<file path="config.mk">
export PLATFORM = sky130hd
export DESIGN_NAME = bht_update_unit
export DESIGN_NICKNAME = d
export VERILOG_FILES = /design/src/rtl/bht_update_unit.sv
export SDC_FILE = /design/constraint.sdc
export NUM_CORES = 1
export LEC_CHECK = 0
export BUFFER_PORTS_ARGS = -buffer_cell sky130_fd_sc_hd__buf_2
export CAP_MARGIN = 10
export CORE_AREA = 3 3 142 144
export CTS_CLUSTER_DIAMETER = 40
export DETAILED_ROUTE_END_ITERATION = 8
export DIE_AREA = 0 0 145 147
export PLACE_DENSITY = 0.87
export SYNTH_ARGS = -nofsm -noshare
export SYNTH_HDL_FRONTEND = slang
export SYNTH_SLANG_ARGS = --single-unit
</file>
<file path="constraint.sdc">
create_clock -name clk_i -period 8.9 [get_ports clk_i]
set_clock_uncertainty 0.2 [all_clocks]
set_input_delay 1.78 -clock clk_i [delete_from_list [all_inputs] [get_ports clk_i]]
set_output_delay 1.78 -clock clk_i [all_outputs]
set_load 0.02 [all_outputs]
</file>
<file path="src/rtl/bht_update_unit.sv">
// Branch history table of 2-bit saturating counters, trained by resolved branches, with a flush sweep.
// Optional macro BHT_UPDATE_BYPASS_EN forwards a same-cycle update to a lookup of the same index.
module bht_update_unit #(
  parameter int unsigned VLEN       = 39,
  parameter int unsigned NR_ENTRIES = 64,
  localparam int unsigned IDX_BITS  = $clog2(NR_ENTRIES)
) (
  input  logic            clk_i,
  input  logic            rst_i,
  input  logic            flush_bp_i,
  input  logic            debug_mode_i,
  input  logic            lookup_valid_i,
  input  logic [VLEN-1:0] lookup_pc_i,
  output logic            lookup_valid_o,
  output logic            lookup_taken_o,
  input  logic            update_valid_i,
  input  logic [VLEN-1:0] update_pc_i,
  input  logic            update_is_branch_i,
  input  logic            update_taken_i,
  output logic            busy_o
);

  // state | meaning
  // IDLE  | normal lookup and training
  // FLUSH | sweeping the table one entry per cycle; lookups miss, updates dropped
  localparam logic [0:0] IDLE  = 1'b0;
  localparam logic [0:0] FLUSH = 1'b1;

  logic [0:0]          state_q;
  logic [IDX_BITS-1:0] sweep_idx_q;
  logic                valid_q [NR_ENTRIES];
  logic [1:0]          ctr_q   [NR_ENTRIES];

  logic [IDX_BITS-1:0] lk_idx;
  logic [IDX_BITS-1:0] upd_idx;
  logic                upd_en;
  logic [1:0]          upd_ctr;
  logic                lk_valid_d;
  logic                lk_taken_d;
  logic                unused_pc;

  // Instructions are 2-byte aligned, so pc bit 0 never selects an entry.
  assign lk_idx  = lookup_pc_i[IDX_BITS:1];
  assign upd_idx = update_pc_i[IDX_BITS:1];
  assign unused_pc = ^{lookup_pc_i[VLEN-1:IDX_BITS+1], lookup_pc_i[0],
                       update_pc_i[VLEN-1:IDX_BITS+1], update_pc_i[0]};

  assign upd_en = (state_q == IDLE) && !flush_bp_i && update_valid_i &&
                  update_is_branch_i && !debug_mode_i;
  assign busy_o = (state_q == FLUSH);

  always_comb begin
    upd_ctr = ctr_q[upd_idx];
    if (!valid_q[upd_idx]) begin
      upd_ctr = update_taken_i ? 2'b10 : 2'b01;
    end else if (update_taken_i) begin
      if (ctr_q[upd_idx] != 2'b11) upd_ctr = ctr_q[upd_idx] + 2'b01;
    end else begin
      if (ctr_q[upd_idx] != 2'b00) upd_ctr = ctr_q[upd_idx] - 2'b01;
    end
  end

  always_comb begin
    lk_valid_d = 1'b0;
    lk_taken_d = 1'b0;
    if (lookup_valid_i && (state_q == IDLE)) begin
      lk_valid_d = valid_q[lk_idx];
      lk_taken_d = ctr_q[lk_idx][1];
`ifdef BHT_UPDATE_BYPASS_EN
      if (upd_en && (upd_idx == lk_idx)) begin
        lk_valid_d = 1'b1;
        lk_taken_d = upd_ctr[1];
      end
`endif
    end
  end

  always_ff @(posedge clk_i or posedge rst_i) begin
    if (rst_i) begin
      state_q     <= IDLE;
      sweep_idx_q <= '0;
    end else begin
      case (state_q)
        IDLE: begin
          if (flush_bp_i) begin
            state_q     <= FLUSH;
            sweep_idx_q <= '0;
          end
        end
        default: begin
          // A new flush request restarts the sweep rather than extending it.
          if (flush_bp_i) begin
            sweep_idx_q <= '0;
          end else if (sweep_idx_q == IDX_BITS'(NR_ENTRIES - 1)) begin
            state_q     <= IDLE;
            sweep_idx_q <= '0;
          end else begin
            sweep_idx_q <= sweep_idx_q + 1'b1;
          end
        end
      endcase
    end
  end

  always_ff @(posedge clk_i or posedge rst_i) begin
    if (rst_i) begin
      for (int i = 0; i < NR_ENTRIES; i++) begin
        valid_q[i] <= 1'b0;
        ctr_q[i]   <= 2'b01;
      end
    end else if (state_q == FLUSH) begin
      valid_q[sweep_idx_q] <= 1'b0;
      ctr_q[sweep_idx_q]   <= 2'b01;
    end else if (upd_en) begin
      valid_q[upd_idx] <= 1'b1;
      ctr_q[upd_idx]   <= upd_ctr;
    end
  end

  always_ff @(posedge clk_i or posedge rst_i) begin
    if (rst_i) begin
      lookup_valid_o <= 1'b0;
      lookup_taken_o <= 1'b0;
    end else begin
      lookup_valid_o <= lk_valid_d;
      lookup_taken_o <= lk_taken_d;
    end
  end

endmodule
</file>
== Yosys cells after proc, flatten, opt, wreduce, memory -nomap -nowiden ==
Index checks and enable logic that the tools add are counted.
Operators by class
  $add $sub $neg: 3
  order comparisons: 5
  equal/unequal tests: 2
  mux-type cells: 40
  bitwise operators: 10
  reductions and logical operators: 12
Operators by type and width (count)
  2-to-1 mux 128 bit: 2
  bitwise AND 64 bit: 2
  bitwise mux 128 bit: 1
  2-to-1 mux 64 bit: 2
  NOT 64 bit: 2
  OR 64 bit: 2
  binary-select mux 2 bit (select 6 bit): 2
  demux 2 bit (select 6 bit): 2
  2-to-1 mux 6 bit: 4
  2-to-1 mux 2 bit: 11
  greater-or-equal comparator 7 bit, second input constant: 3
  NOT 6 -> 7 bit: 3
  < comparator 7 x 1 -> 1 bit, second input constant: 2
  binary-select mux 1 bit (select 6 bit): 2
  demux 1 bit (select 6 bit): 2
  2-to-1 mux 1 bit: 12
  logical AND 1 bit: 7
  adder 6 x 1 -> 6 bit, second input constant: 1
  equality test 6 bit, second input constant: 1
  nonzero test 2 bit: 3
  adder 2 x 1 -> 2 bit, second input constant: 1
  logical NOT 1 bit: 2
  != test 2 bit, second input constant: 1
  subtractor 2 x 1 -> 2 bit, second input constant: 1
  NOT 1 bit: 1
Word-level totals
  flip-flop bits (word level): 201
  output and inout port bits: 3
  logic and storage cells: 204

== Longest topological paths before layout ==
  depth after elaboration: 11
  depth in mapped cells: 14
  gate-level depth less buffers: 8

== Worst setup path after synthesis ==
No wires, ideal clock.
  kind: in2reg
  start point: in lookup_pc_i[1]
  end point: reg lookup_valid_o
  arrival: 4123 ps
  required time: 8582 ps
  slack: 4459 ps
  stages on the path: 6
  buffers on the path: 2
  cell sequence: clkbuf_1 > buf_1 > mux4_2 > mux4_2 > mux4_2 > nor2b_1
On the way
  word-level cells in the longest chain between the ends: 5
Ends and longest elaborated chain
  start, declared: RTL line 13  | input logic [VLEN-1:0] lookup_pc_i,
  NOT 6 -> 7 bit (implied by the code): RTL line 67  | lk_valid_d = valid_q[lk_idx];
  binary-select mux 1 bit (select 6 bit): RTL line 67
  2-to-1 mux 1 bit (implied by the code) (2 in series): RTL line 67
  2-to-1 mux 1 bit: RTL line 66  | if (lookup_valid_i && (state_q == IDLE)) begin
  via lk_valid_d: RTL line 38  | logic lk_valid_d;
  end signal, assigned: RTL line 125  | lookup_valid_o <= lk_valid_d;
  end, declared: RTL line 14  | output logic lookup_valid_o,
The timed path passes the listed nets, and every way through them passes these cells. The select of a mux whose other input is x is not followed.
A chain may end at the register's enable or synchronous reset.

== Final worst setup path ==
  start point: in update_pc_i[2]
  end point: reg ctr_q[20] in the netlist's numbering
On the way
  word-level cells in the longest chain between the ends: 11
  elaborated cells between the ends (all ways): 23
Ends and longest elaborated chain
  start, declared: RTL line 17  | input logic [VLEN-1:0] update_pc_i,
  NOT 6 -> 7 bit (implied by the code) (*)
  binary-select mux 2 bit (select 6 bit): RTL line 53, 57, 59
  2-to-1 mux 2 bit (implied by the code) (2 in series): RTL line 53, 57, 59
  subtractor 2 x 1 -> 2 bit, or another cell as far along: RTL line 59  | if (ctr_q[upd_idx] != 2'b00) upd_ctr = ctr_q[upd_idx] - 2'b01;
  2-to-1 mux 2 bit, on equally long branches: RTL line 59, 57
  2-to-1 mux 2 bit: RTL line 56  | end else if (update_taken_i) begin
  2-to-1 mux 2 bit: RTL line 54  | if (!valid_q[upd_idx]) begin
  bitwise mux 128 bit (*): RTL line 116  | ctr_q[upd_idx] <= upd_ctr;
  2-to-1 mux 128 bit (*): RTL line 114  | end else if (upd_en) begin
  2-to-1 mux 128 bit (*): RTL line 111  | end else if (state_q == FLUSH) begin
  end signal, assigned by index: RTL line 116
  end, declared: RTL line 32  | logic [1:0] ctr_q [NR_ENTRIES];
Mark *: on every way between the ends. The rest lies on a longest branch, timed or not. The select of a mux whose other input is x is not followed.

==> impl_metrics.ini <==
[power]
p_per_area_mw_per_mm2 = 182.4
p_leak_nw = 5.254
vdd_drop_max_mv = 0.1760
p_total_mw = 2.308

[critical_path]
crit_fanout = 48
critPathRequiredTime_ns = 9.16
path_cells = buf_2, buf_4, nand2b_1, o22ai_1, a211oi_1, o22ai_1, or4_1, a211oi_1, a21o_2, buf_4, a21oi_1
cpMaxStageDelayCell = a21o_2
arrival_ns = 6.37
rr_endpoint = ctr_q[20]$_DFFE_PP1P_
critPathBufInv = 3
reg2reg_from = ctr_q[3]$_DFFE_PP0P_
worstSetupStartpointType = primary input
max_stage_delay_ns = 0.87
crit_path_end_kind = flop
cp_top_family = compound AO/OA/AOI/OAI gates
ff2ff_setup_slack_ns = 4.80
r2r_cells = 9
path_class = primary input to flop

[global_route]
antenna_found_initial = 0
track_usage_pct = 36.10
grt_max_degree = 145
grt_first_pass_wirelength_um = 60060
grt_overflow_total = 0
grt_pass1_vias = 10630

[outcome]
status = complete, no violations

[min_path]
whs_path_depth = 1
min-delay-start = valid_q[22]$_DFFE_PP0P_
min_to = valid_q[22]$_DFFE_PP0P_
min_path_type = flop to flop

[floorplanning]
core-area_mm2 = 0.01883
num_io_pins = 89
die_w_um = 145
initial_core_util_pct = 60.98
die_y_um = 147
placementRows = 50
dieArea_mm2 = 0.02132

[sta]
maxSlewHeadroom_pct = 10.24
finalSetupViolations = 0
tightestPinTransition_ns = 1.341
setup_ws_ns = 2.795
fin_setup_tns_ns = 0
rsz0062_at_grt = false
slew_violations = 0
fin_crit_ns = 6.105
finalHoldViolCount = 0
holdWs_ns = 0.3019
fmax_mhz = 163.8
period_share_pct = 68.60

[logic_synthesis]
yosysUniqueCellTypes = 63
synth_ff_type = dfrtp_1
syn_nets = 1236
syn_area_per_cell_um2 = 9.994
synth_edf_count = 0
ys_seq_area_share_pct = 44.50
ys_ff_latch = 201
synth_area_mm2 = 0.01148
synth_warnings = 0
synthArstFlopShare_pct = 100.0
syn_inst = 1149

[drt]
ant_nets = 0
first_pass_iters = 9
finalWirelength_um = 39130
wire_per_inst_um = 27.50
vias = 10650
drt_iter0_markers = 2043
drc = 0
viasPerCell = 7.483

[layout]
nets = 1225
final_common_cell = nand2_1
syn_to_final_growth_pct = 10.19
num_antenna_cells = 0
final_cell_mix = nand2_1, dfrtp_1, nor2_1
multiInputGateArea_mm2 = 0.005928
final.fill_count = 1368
drive_gt1_share_pct = 20.72
regArea_mm2 = 0.005110

[placed_design]
routabilityCongestion = 1.032
pre_cts_slack_ns = 2.552
hpwl_um = 24680
io_buffer_count = 22

[job]
maxCapViolations = 0

[clocking]
clkTransAtPathRegs_ns = 0.06
cts_resized = 0
cts_sinks = 201
cts_root_buf = clkbuf_16
cts_setup_buffers = 0
htreeDepth = 1
cts_buffer_depth = 3
clk_latency_ns = 0.56
cts_hold_buf = 0
cts_made_buffers = 31
tritoncts = yes
## kinds of logic (layout without fill, tap and decap cells)
logic type,Yosys count,after routing,share of synthesized area (%)
multiplexers,115,115,16.42
AO/OA/AOI/OAI,297,297,16.79
buffers and inverters,93,107,4.064
XOR/XNOR,2,2,0.1526
AND/OR/NAND/NOR,440,440,17.97
flip-flops,201,201,44.50
adder cells (fa/ha/maj),1,1,0.1089
## flip-flops by register name (all words and copies together), names as in the netlist
register / cells
ctr_q: 128
busy_o: 1
sweep_idx_q: 6
valid_q: 64
lookup_valid_o: 1
lookup_taken_o: 1
## worst register-to-register path: stages, from the launching register on
cell and delay, ns:
dfrtp_1 0.40, mux4_2 0.48, and3_1 0.20, a31oi_1 0.29
o211ai_1 0.16, or4_4 0.53, a211oi_1 0.33, a21o_2 0.87
buf_4 0.40, a21oi_1 0.13
## Yosys cell counts (4+ instances only)
library cell	count	share of area (%)
a21o_1	34	2.2
nand3_1	67	2.9
buf_1	5	0.16
mux2_2	7	0.69
o21ai_0	63	2.7
nor2_1	92	3.0
mux2i_1	50	4.4
a211oi_1	18	1.2
nand3b_1	4	0.26
buf_2	19	0.83
mux4_2	58	11
o21ai_1	8	0.35
o211ai_1	4	0.26
a32oi_1	4	0.31
dfrtp_1	137	30
nand4_1	4	0.22
a22o_1	4	0.31
a22oi_1	9	0.59
nand2_1	180	5.9
and3_1	7	0.38
o221ai_1	6	0.46
a221oi_1	11	0.84
clkbuf_1	47	1.5
inv_1	8	0.26
buf_6	11	1.1
o41ai_1	9	0.69
or3b_2	4	0.31
o22ai_1	13	0.71
nor2b_1	13	0.71
and2_1	5	0.27
nor3b_1	35	2.3
a31oi_1	9	0.49
dfstp_2	64	15
nor3_1	5	0.22
nand2b_1	11	0.60
a21oi_1	72	3.1
o21a_1	15	0.98
## worst max path at each step
stage / start / endpoint / slack (ns) / cells after the start
final: update_pc_i[2] / ctr_q[20]$_DFFE_PP1P_ / 2.79 / 11
after global routing: update_pc_i[2] / ctr_q[20]$_DFFE_PP1P_ / 2.82 / 11
after CTS: update_pc_i[2] / ctr_q[20]$_DFFE_PP1P_ / 3.10 / 11
after detailed placement: update_pc_i[2] / ctr_q[96]$_DFFE_PP1P_ / 2.55 / 11
after global placement: update_pc_i[2] / ctr_q[96]$_DFFE_PP1P_ / 2.67 / 11
after floorplan: rst_i / busy_o$_DFF_PP0_ / 1.54 / 1
## power by group
group	internal, mW	leakage (nW)	total [mW]	switching, mW
Sequential	0.929	2.48	0.939	0.0102
Combinational	0.0622	2.30	0.223	0.161
Clock	0.696	0.472	1.15	0.451
## routing by layer
layer	up-vias	wire, µm	global-route usage (%)
met5	-	0	0
met2	1023	16170	52.14
met1	5024	12720	44.71
li1	4240	-	-
met3	362	6372	14.37
met4	0	3865	24.89
## cell type report
class                   count  area share (%)
multi-input cells         855           46.85
flip-flops and latches    201           40.38
clock buffers              38           6.576
well taps                 260           2.571
repair buffers             41           2.047
clock inverters            20           1.276
inverters                   8          0.2966
## metrics by stage
| step | util (%) | instances | instance area (µm²) |
|---|---|---|---|
| CTS | 67.14 | 1422 | 12640 |
| global placement | 61.86 | 1364 | 11650 |
| finish | 67.20 | 1423 | 12650 |
| global route | 67.20 | 1423 | 12650 |
| detailed placement | 61.86 | 1364 | 11650 |
| floorplan | - | 1149 | 11480 |
Note: power is estimated with default switching activity, not from simulation.
